==> src/rtl/jk_pkg.sv <==
// Shared encodings for the JK bank arbiter: command codes and FSM states.
package jk_pkg;

  localparam logic [1:0] CMD_HOLD = 2'b00;
  localparam logic [1:0] CMD_RST  = 2'b01;
  localparam logic [1:0] CMD_SET  = 2'b10;
  localparam logic [1:0] CMD_TGL  = 2'b11;

  typedef enum logic [1:0] {
    S_IDLE   = 2'd0,
    S_ISSUE  = 2'd1,
    S_SETTLE = 2'd2
  } state_t;

endpackage

==> src/rtl/jk_cell.sv <==
// Single JK flip-flop cell with asynchronous active-low clear.
module jk_cell (
  input  logic clk,
  input  logic rst,
  input  logic J,
  input  logic K,
  output logic q
);

  always_ff @(posedge clk or negedge rst) begin
    if (!rst) q <= 1'b0;
    else      q <= (J & ~q) | (~K & q);
  end

endmodule

==> src/rtl/jk_bank_arbiter.sv <==
// Round-robin arbiter that lets NREQ requesters issue one-cycle J/K commands
// into a shared bank of NBITS JK cells, one command every three cycles.
module jk_bank_arbiter
  import jk_pkg::*;
#(
  parameter int unsigned NREQ  = 4,
  parameter int unsigned NBITS = 8
) (
  input  logic                             clk,
  input  logic                             rst,
  input  logic [NREQ-1:0]                  req_valid,
  input  logic [2*NREQ-1:0]                req_cmd,
  input  logic [$clog2(NBITS)*NREQ-1:0]    req_idx,
  output logic [NREQ-1:0]                  req_ready,
  output logic [NBITS-1:0]                 q,
  output logic                             busy,
  output logic                             done,
  output logic [$clog2(NREQ)-1:0]          done_id,
  output logic                             err
);

  localparam int unsigned IDXW = $clog2(NBITS);
  localparam int unsigned IDW  = $clog2(NREQ);

  state_t             state_q, state_d;
  logic [IDW-1:0]     rr_ptr, win_q, win_c, rr_next;
  logic [IDW-1:0]     cand [NREQ];
  logic               found_c, accept_c;
  logic [1:0]         cmd_q;
  logic [IDXW-1:0]    idx_q;
  logic [NBITS-1:0]   j_c, k_c;

  // Candidate requester order, starting at rr_ptr and wrapping
  for (genvar g = 0; g < NREQ; g++) begin : g_cand
    assign cand[g] = IDW'((32'(rr_ptr) + 32'(g)) % 32'(NREQ));
  end

  always_comb begin
    found_c = 1'b0;
    win_c   = '0;
    for (int i = 0; i < NREQ; i++) begin
      if (!found_c && req_valid[cand[i]]) begin
        found_c = 1'b1;
        win_c   = cand[i];
      end
    end
  end

  always_ff @(posedge clk or negedge rst) begin
    if (!rst) state_q <= S_IDLE;
    else      state_q <= state_d;
  end

  // Ready is gated by rst so no grant is advertised while reset is held
  always_comb begin
    state_d   = state_q;
    req_ready = '0;
    accept_c  = 1'b0;
    case (state_q)
      S_IDLE: begin
        if (found_c && rst) begin
          req_ready[win_c] = 1'b1;
          accept_c         = 1'b1;
          state_d          = S_ISSUE;
        end
      end
      S_ISSUE:  state_d = S_SETTLE;
      S_SETTLE: state_d = S_IDLE;
      default:  state_d = S_IDLE;
    endcase
  end

  assign rr_next = (win_q == IDW'(NREQ - 1)) ? '0 : win_q + 1'b1;

  always_ff @(posedge clk or negedge rst) begin
    if (!rst) begin
      cmd_q  <= CMD_HOLD;
      idx_q  <= '0;
      win_q  <= '0;
      rr_ptr <= '0;
    end else begin
      if (accept_c) begin
        cmd_q <= req_cmd[2*win_c +: 2];
        idx_q <= req_idx[IDXW*win_c +: IDXW];
        win_q <= win_c;
      end
      if (state_q == S_SETTLE) rr_ptr <= rr_next;
    end
  end

  // Out-of-range indices match no cell, so the bank sees J=K=0 everywhere
  always_comb begin
    j_c = '0;
    k_c = '0;
    if (state_q == S_ISSUE) begin
      for (int unsigned b = 0; b < NBITS; b++) begin
        if (32'(idx_q) == b) begin
          j_c[b] = cmd_q[1];
          k_c[b] = cmd_q[0];
        end
      end
    end
  end

  for (genvar b = 0; b < NBITS; b++) begin : g_cell
    jk_cell u_cell (
      .clk (clk),
      .rst (rst),
      .J   (j_c[b]),
      .K   (k_c[b]),
      .q   (q[b])
    );
  end

  assign busy    = (state_q != S_IDLE);
  assign done    = (state_q == S_SETTLE);
  assign done_id = done ? win_q : '0;
  assign err     = done && (32'(idx_q) >= NBITS);

endmodule

==> config.mk <==
export PLATFORM = sky130hd
export DESIGN_NAME = jk_bank_arbiter
export DESIGN_NICKNAME = d
export VERILOG_FILES = /design/src/rtl/jk_pkg.sv /design/src/rtl/jk_cell.sv /design/src/rtl/jk_bank_arbiter.sv
export SDC_FILE = /design/constraint.sdc
export NUM_CORES = 1
export LEC_CHECK = 0
export CORE_UTILIZATION = 48
export CTS_CLUSTER_SIZE = 8
export DETAILED_ROUTE_END_ITERATION = 8
export PLACE_DENSITY = 0.83
export SYNTH_ARGS = -nofsm -noshare
export SYNTH_HDL_FRONTEND = slang
export SYNTH_HIERARCHICAL = 1
export SYNTH_SLANG_ARGS = --single-unit
==> constraint.sdc <==
create_clock -name clk -period 6 [get_ports clk]
set_clock_uncertainty 0.2 [all_clocks]
set_input_delay 0.9 -clock clk [delete_from_list [all_inputs] [get_ports clk]]
set_output_delay 0.9 -clock clk [all_outputs]
set_load 0.01 [all_outputs]
# ---- Yosys cells after proc, flatten, opt, wreduce, memory -nomap -nowiden
# Cells that the tools add are included.
dict set report word_totals {
  inputBits 26
  word_cells 132
  out_inout_bits 17
  regBits 19
}
dict set report classes {
  addsub 4
  n_lt_le_gt_ge 6
  n_eq_ne 11
  bitwise 40
  shifts 2
  multipliers 1
  n_reduce_logical 11
  mux 44
}
# op n
set op_table {}
lappend op_table {{$mux W1} 27}
lappend op_table {{$and A1 B1 Y1} 16}
lappend op_table {{$mux W8} 2}
lappend op_table {{$not A1 Y1} 16}
lappend op_table {{$lt A2 B3 Y1 const B} 5}
lappend op_table {{$mux W2} 7}
lappend op_table {{$eq A3 B3 Y1 const B} 4}
lappend op_table {{$shiftx A12 B5 Y3} 1}
lappend op_table {{$bmux W1 S2} 4}
lappend op_table {{$mux W4} 2}
lappend op_table {{$or A1 B1 Y1} 8}
lappend op_table {{$shiftx A8 B4 Y2} 1}
lappend op_table {{$eq A3 B2 Y1 const B} 2}
lappend op_table {{$logic_and A1 B1 Y1} 5}
lappend op_table {{$add A2 B1 Y2 const B} 2}
lappend op_table {{$add A2 B2 Y2 const B} 2}
lappend op_table {{$eq A2 B2 Y1 const B} 2}
lappend op_table {{$mul A2 B2 Y4 const A} 1}
lappend op_table {{$pmux W2 S2} 1}
lappend op_table {{$eq A3 B1 Y1 const B} 1}
lappend op_table {{$logic_not A1 Y1} 3}
lappend op_table {{$logic_not A3 Y1} 1}
lappend op_table {{$demux W1 S2} 1}
lappend op_table {{$eq A2 B1 Y1 const B} 1}
lappend op_table {{4 further kinds} 4}

# ---- Depth between registers and ports, before layout
dict set report logic_depth {
  ltp_word 18
  depth_mapped 7
  mapped_depth_nobuf 5
}

# ---- Modules after synthesis
# Netlist, hierarchy kept.
# mod cells_each seq_area_each_um2 area_each_um2 instances
set by_module_without_submodules {}
lappend by_module_without_submodules {jk_bank_arbiter 113 275.3 919.6 1}
lappend by_module_without_submodules {jk_cell 3 25.0 38.8 8}

# ---- Worst setup path after synthesis
# No wires, ideal clock.
dict set report synth_timing {
  path_type {input to output}
  from {in req_valid[0]}
  to {out req_ready[3]}
  path_stages 6
  t_arrival_ns 1.982
  slack_ns 2.918
  n_path_buf 2
  required_ns 4.900
  path_cell_list {nor4_1 or3b_1 clkbuf_1 buf_2 inv_1 and3_2}
}
dict set report synth_via {
  elab_chain_len 18
  word_cells_on_any_way 30
  classes_between {order compare: 2; mux: 20; reduce/logical: 8}
}
# element line_no
set synth_rtl {}
lappend synth_rtl {{from (decl)} jk_bank_arbiter.sv:11} ;# input logic [NREQ-1:0] req_valid,
lappend synth_rtl {{$bmux W1 S2} jk_bank_arbiter.sv:42} ;# if (!found_c && req_valid[cand[i]]) begin
lappend synth_rtl {{$mux W1 (not written as such)} jk_bank_arbiter.sv:42}
lappend synth_rtl {{$mux W1} jk_bank_arbiter.sv:42}
lappend synth_rtl {{$logic_not A1 Y1} jk_bank_arbiter.sv:42}
lappend synth_rtl {{$logic_and A1 B1 Y1} jk_bank_arbiter.sv:42}
lappend synth_rtl {{$mux W1} jk_bank_arbiter.sv:42}
lappend synth_rtl {{$logic_not A1 Y1} jk_bank_arbiter.sv:42}
lappend synth_rtl {{$logic_and A1 B1 Y1} jk_bank_arbiter.sv:42}
lappend synth_rtl {{[2 not listed]} -}
lappend synth_rtl {{$logic_and A1 B1 Y1} jk_bank_arbiter.sv:42}
lappend synth_rtl {{$mux W2} jk_bank_arbiter.sv:42}
lappend synth_rtl {{$lt A2 B3 Y1 (not written as such) / $ge A2 B1 Y1 (equally long branches)} jk_bank_arbiter.sv:62} ;# req_ready[win_c] = 1'b1;
lappend synth_rtl {{$logic_and A1 B1 Y1 (not written as such)} jk_bank_arbiter.sv:62}
lappend synth_rtl {{$mux W1 (not written as such)} jk_bank_arbiter.sv:62}
lappend synth_rtl {{$demux W1 S2} jk_bank_arbiter.sv:62}
lappend synth_rtl {{$mux W4 *} jk_bank_arbiter.sv:61} ;# if (found_c && rst) begin
lappend synth_rtl {{$mux W4 *} jk_bank_arbiter.sv:59} ;# case (state_q)
lappend synth_rtl {{to (decl)} jk_bank_arbiter.sv:14} ;# output logic [NREQ-1:0] req_ready,
# Every way passes the cells marked *; elsewhere a longest branch is shown, timed or not. The select of a mux whose other input is x is not followed.

# ---- Worst setup path in the final report
dict set report layout_timing {
  from {in rst}
  to {out req_ready[1]}
}
dict set report layout_via {
  elab_chain_len 3
}
# element line_no
set layout_rtl {}
lappend layout_rtl {{from (decl)} jk_bank_arbiter.sv:10} ;# input logic rst,
lappend layout_rtl {{$logic_and A1 B1 Y1} jk_bank_arbiter.sv:61}
lappend layout_rtl {{$mux W4} jk_bank_arbiter.sv:61}
lappend layout_rtl {{$mux W4} jk_bank_arbiter.sv:59}
# Every way passes these cells.

==> results.md <==
- Final period util: 0.7031
- FILL cells: 191
- Max Fclk: 237.0 MHz
- Post-DR vias/cell: between 5 and 6
- Initial antenna violation count: 0
- Final setup margin: roughly 1800 ps
- Worst path arrival time: 3120 ps
- CTS Hold Bufs: 0
- Dominant synthesized flop cell: dfrtp_1
- Yosys Warn Count: 6
- IO Port Bufs: approximately 40
- Post-route antenna net violation count: 0
- Setup Viol. Count Final: 0
- Area leader, netlist: dfrtp_1
- Initial Util: 0.5305
- GRT Total Usage: 0.2217
- Placed cell count: 200
- Clock root buffer: clkbuf_4
- Slew Viols, Final: 0
- Post-synth EDFFs: 0
- Finished Core Util: 0.7205
- Die width: 52.62 um
- Yosys top cell area share: 0.3866
- Placed standard-cell area: 1644 um2
- Syn Nets: 164
- Leakage: 0.6797 nW
- IO Pins: 43
- Pre-CTS setup slack: 1765 ps
- DR pass1 iterations: 5
- Syn avg cell area: between 8 and 9 um2
- Final hold vios: 0
- Fraction of layout cells with a size suffix above 1: 0.09659
- Post-synthesis sequential area ratio: 0.3866
- Total power per unit cell area: 353.5 nW/um2
- Fin cells: roughly 200
- Clock latency on the worst-skew pair: 290 ps
- Yosys cell types: 34
- Setup bufs post-CTS: 0
- WL final: between 2000 and 3000 um
- Core ar.: 2318 um2
- Pwr Total: roughly 590 uW
- Gpl congestion: 0.7723
- DIE AREA: roughly 2800 um2
- Die height: 52.62 um
- Pin count of the biggest net entering global routing: 21
- Worst-path clk slew: 110 ps
- First-pass GRT wire length: 4512 um
- Post-route cell area: 1670 um2
- Metal3 WL: between 90 and 100 um
- RSZ-0062 raised after global routing: false
- Top Metal Used: met4
- Maximum VDD drop: 0.2186 mV
- WL met2: 1468 um
- Worst rel slew slack: 0.5616
- Post_cts resized: 0
- MaxCap Viol Count: 0
- Layout area overhead: 35.81%
- Clk buf depth: 2
- Cell area after synthesis: 1230 um2
- Clock tree from TritonCTS: done
- Ys async rst share: 1.000
- WS Path Type: primary input to output pin
- Routed WL per cell: 13.43 um
- Hold/Removal Path Class: flip-flop to flip-flop
- Vias in the first global route: 1,069
- Pin slew with the least headroom to its limit: 657.5 ps
- Min cycle time layout: between 4000 and 5000 ps
- DRT met1 WL: 1144 um
- Worst setup EP type: output pin
- Via count: 1,150
- Post-detail-place hpwl: 2223 um
- Total Nets Final: between 200 and 250
- Yosys reg bits: 19
- 1st-iter DRT viols: 14
- Row cnt: 17
- Num CTS Buffers: 3
- Crit start category: primary input
- # DRC: 0
- Synthesized instance count: ~140
- Ranking of synthesized cells by area: dfrtp_1, mux2i_1, o31a_2
- Total gr overflow: 0
- Clock sink total: 19
- Hold slack: 274.4 ps
- Status: completed
- CP Data Required Time: 4900 ps
- Setup TNS: 0 ps
- Crit-path max FO: 20
- # H-tree levels: 1
- ANT cells: 0
-- final cells by class --
type	count	area (um2)	share of cell area
timing repair buffer	42	417.9	0.2502
multi-input combinational	99	670.6	0.4015
clock buffer	4	26.28	0.01573
sequential	19	475.5	0.2846
tap	28	35.03	0.02097
inverter	12	45.04	0.02697
-- Yosys cell counts (all sizes together), types with 4 or more instances --
cell	n
o21ai	7
nor2	9
nand3	5
o311ai	5
mux2i	14
clkbuf	4
dfrtp	19
nand2	12
inv	12
and4	5
nand2b	4
o31a	5
a21oi	4
nor3	10
-- registers in the layout, indices dropped and copies added, names as in the netlist --
register         count
cmd_q                2
g_cell.u_cell/q      8
idx_q                3
rr_ptr               2
state_q              2
win_q                2
-- cells by family (layout without fill, tap and decap cells) --
group	Yosys count	count (layout)	share of synthesized area
adder cells (fa/ha/maj)	1	1	0.01017
flip-flops	19	19	0.3866
AND/OR/NAND/NOR	58	58	0.2645
AO/OA/AOI/OAI	24	24	0.1445
multiplexers	15	15	0.1231
other	1	1	0.003049
buffers and inverters	19	58	0.06815
-- power by group --
part / internal, mW / leakage [nW] / switching, mW
clock: 0.0258 / 0.0150 / 0.0377
combinational: 0.152 / 0.425 / 0.125
sequential: 0.183 / 0.240 / 0.0668
total: 0.361 / 0.680 / 0.229
-- path summary, 6_finish.rpt --
| check | startpoint | endpoint | slack (ps) | depth (start not counted) |
|---|---|---|---|---|
| worst min register to register | g_cell[1].u_cell/q$_DFF_PN0_ | g_cell[1].u_cell/q$_DFF_PN0_ | 270 | 1 |
| max in group asynchronous | rst | g_cell[3].u_cell/q$_DFF_PN0_ | 4660 | 2 |
| worst max-delay path | rst | req_ready[1] | 1780 | 7 |
| min in group asynchronous | rst | idx_q[0]$_DFFE_PN0P_ | 740 | 2 |
| worst max register to register | state_q[0]$_DFFE_PN0P_ | idx_q[1]$_DFFE_PN0P_ | 3820 | 5 |
| worst min-delay path | g_cell[1].u_cell/q$_DFF_PN0_ | g_cell[1].u_cell/q$_DFF_PN0_ | 270 | 1 |
-- worst max-delay path, cell delays in order --
cell and delay (ps):
clkdlybuf4s50_1 460, buf_4 260, or3b_1 600, inv_1 170, nand2_1 80, nor2_1 110, clkdlybuf4s50_1 540
-- placed cells by master, fill, tap and decap left out, types with 2 or more instances in the layout --
cell type	n
and4_1	5
dfrtp_1	19
nor2b_1	2
and2_1	2
inv_1	11
nand3_1	5
clkdlybuf4s50_1	41
mux2i_1	14
o21ai_0	7
nor4_1	3
clkbuf_4	3
a21oi_1	4
nand2b_1	4
nor3_1	9
nand2_1	12
nor2_1	9
o311ai_1	5
o31a_2	5
-- layer usage --
layer	track usage	vias up
met5	0	-
met4	0.08333	0
met3	0.02319	2
met2	0.4325	41
met1	0.2384	540
li1	-	567
Note: power is estimated with default switching activity, not from simulation.
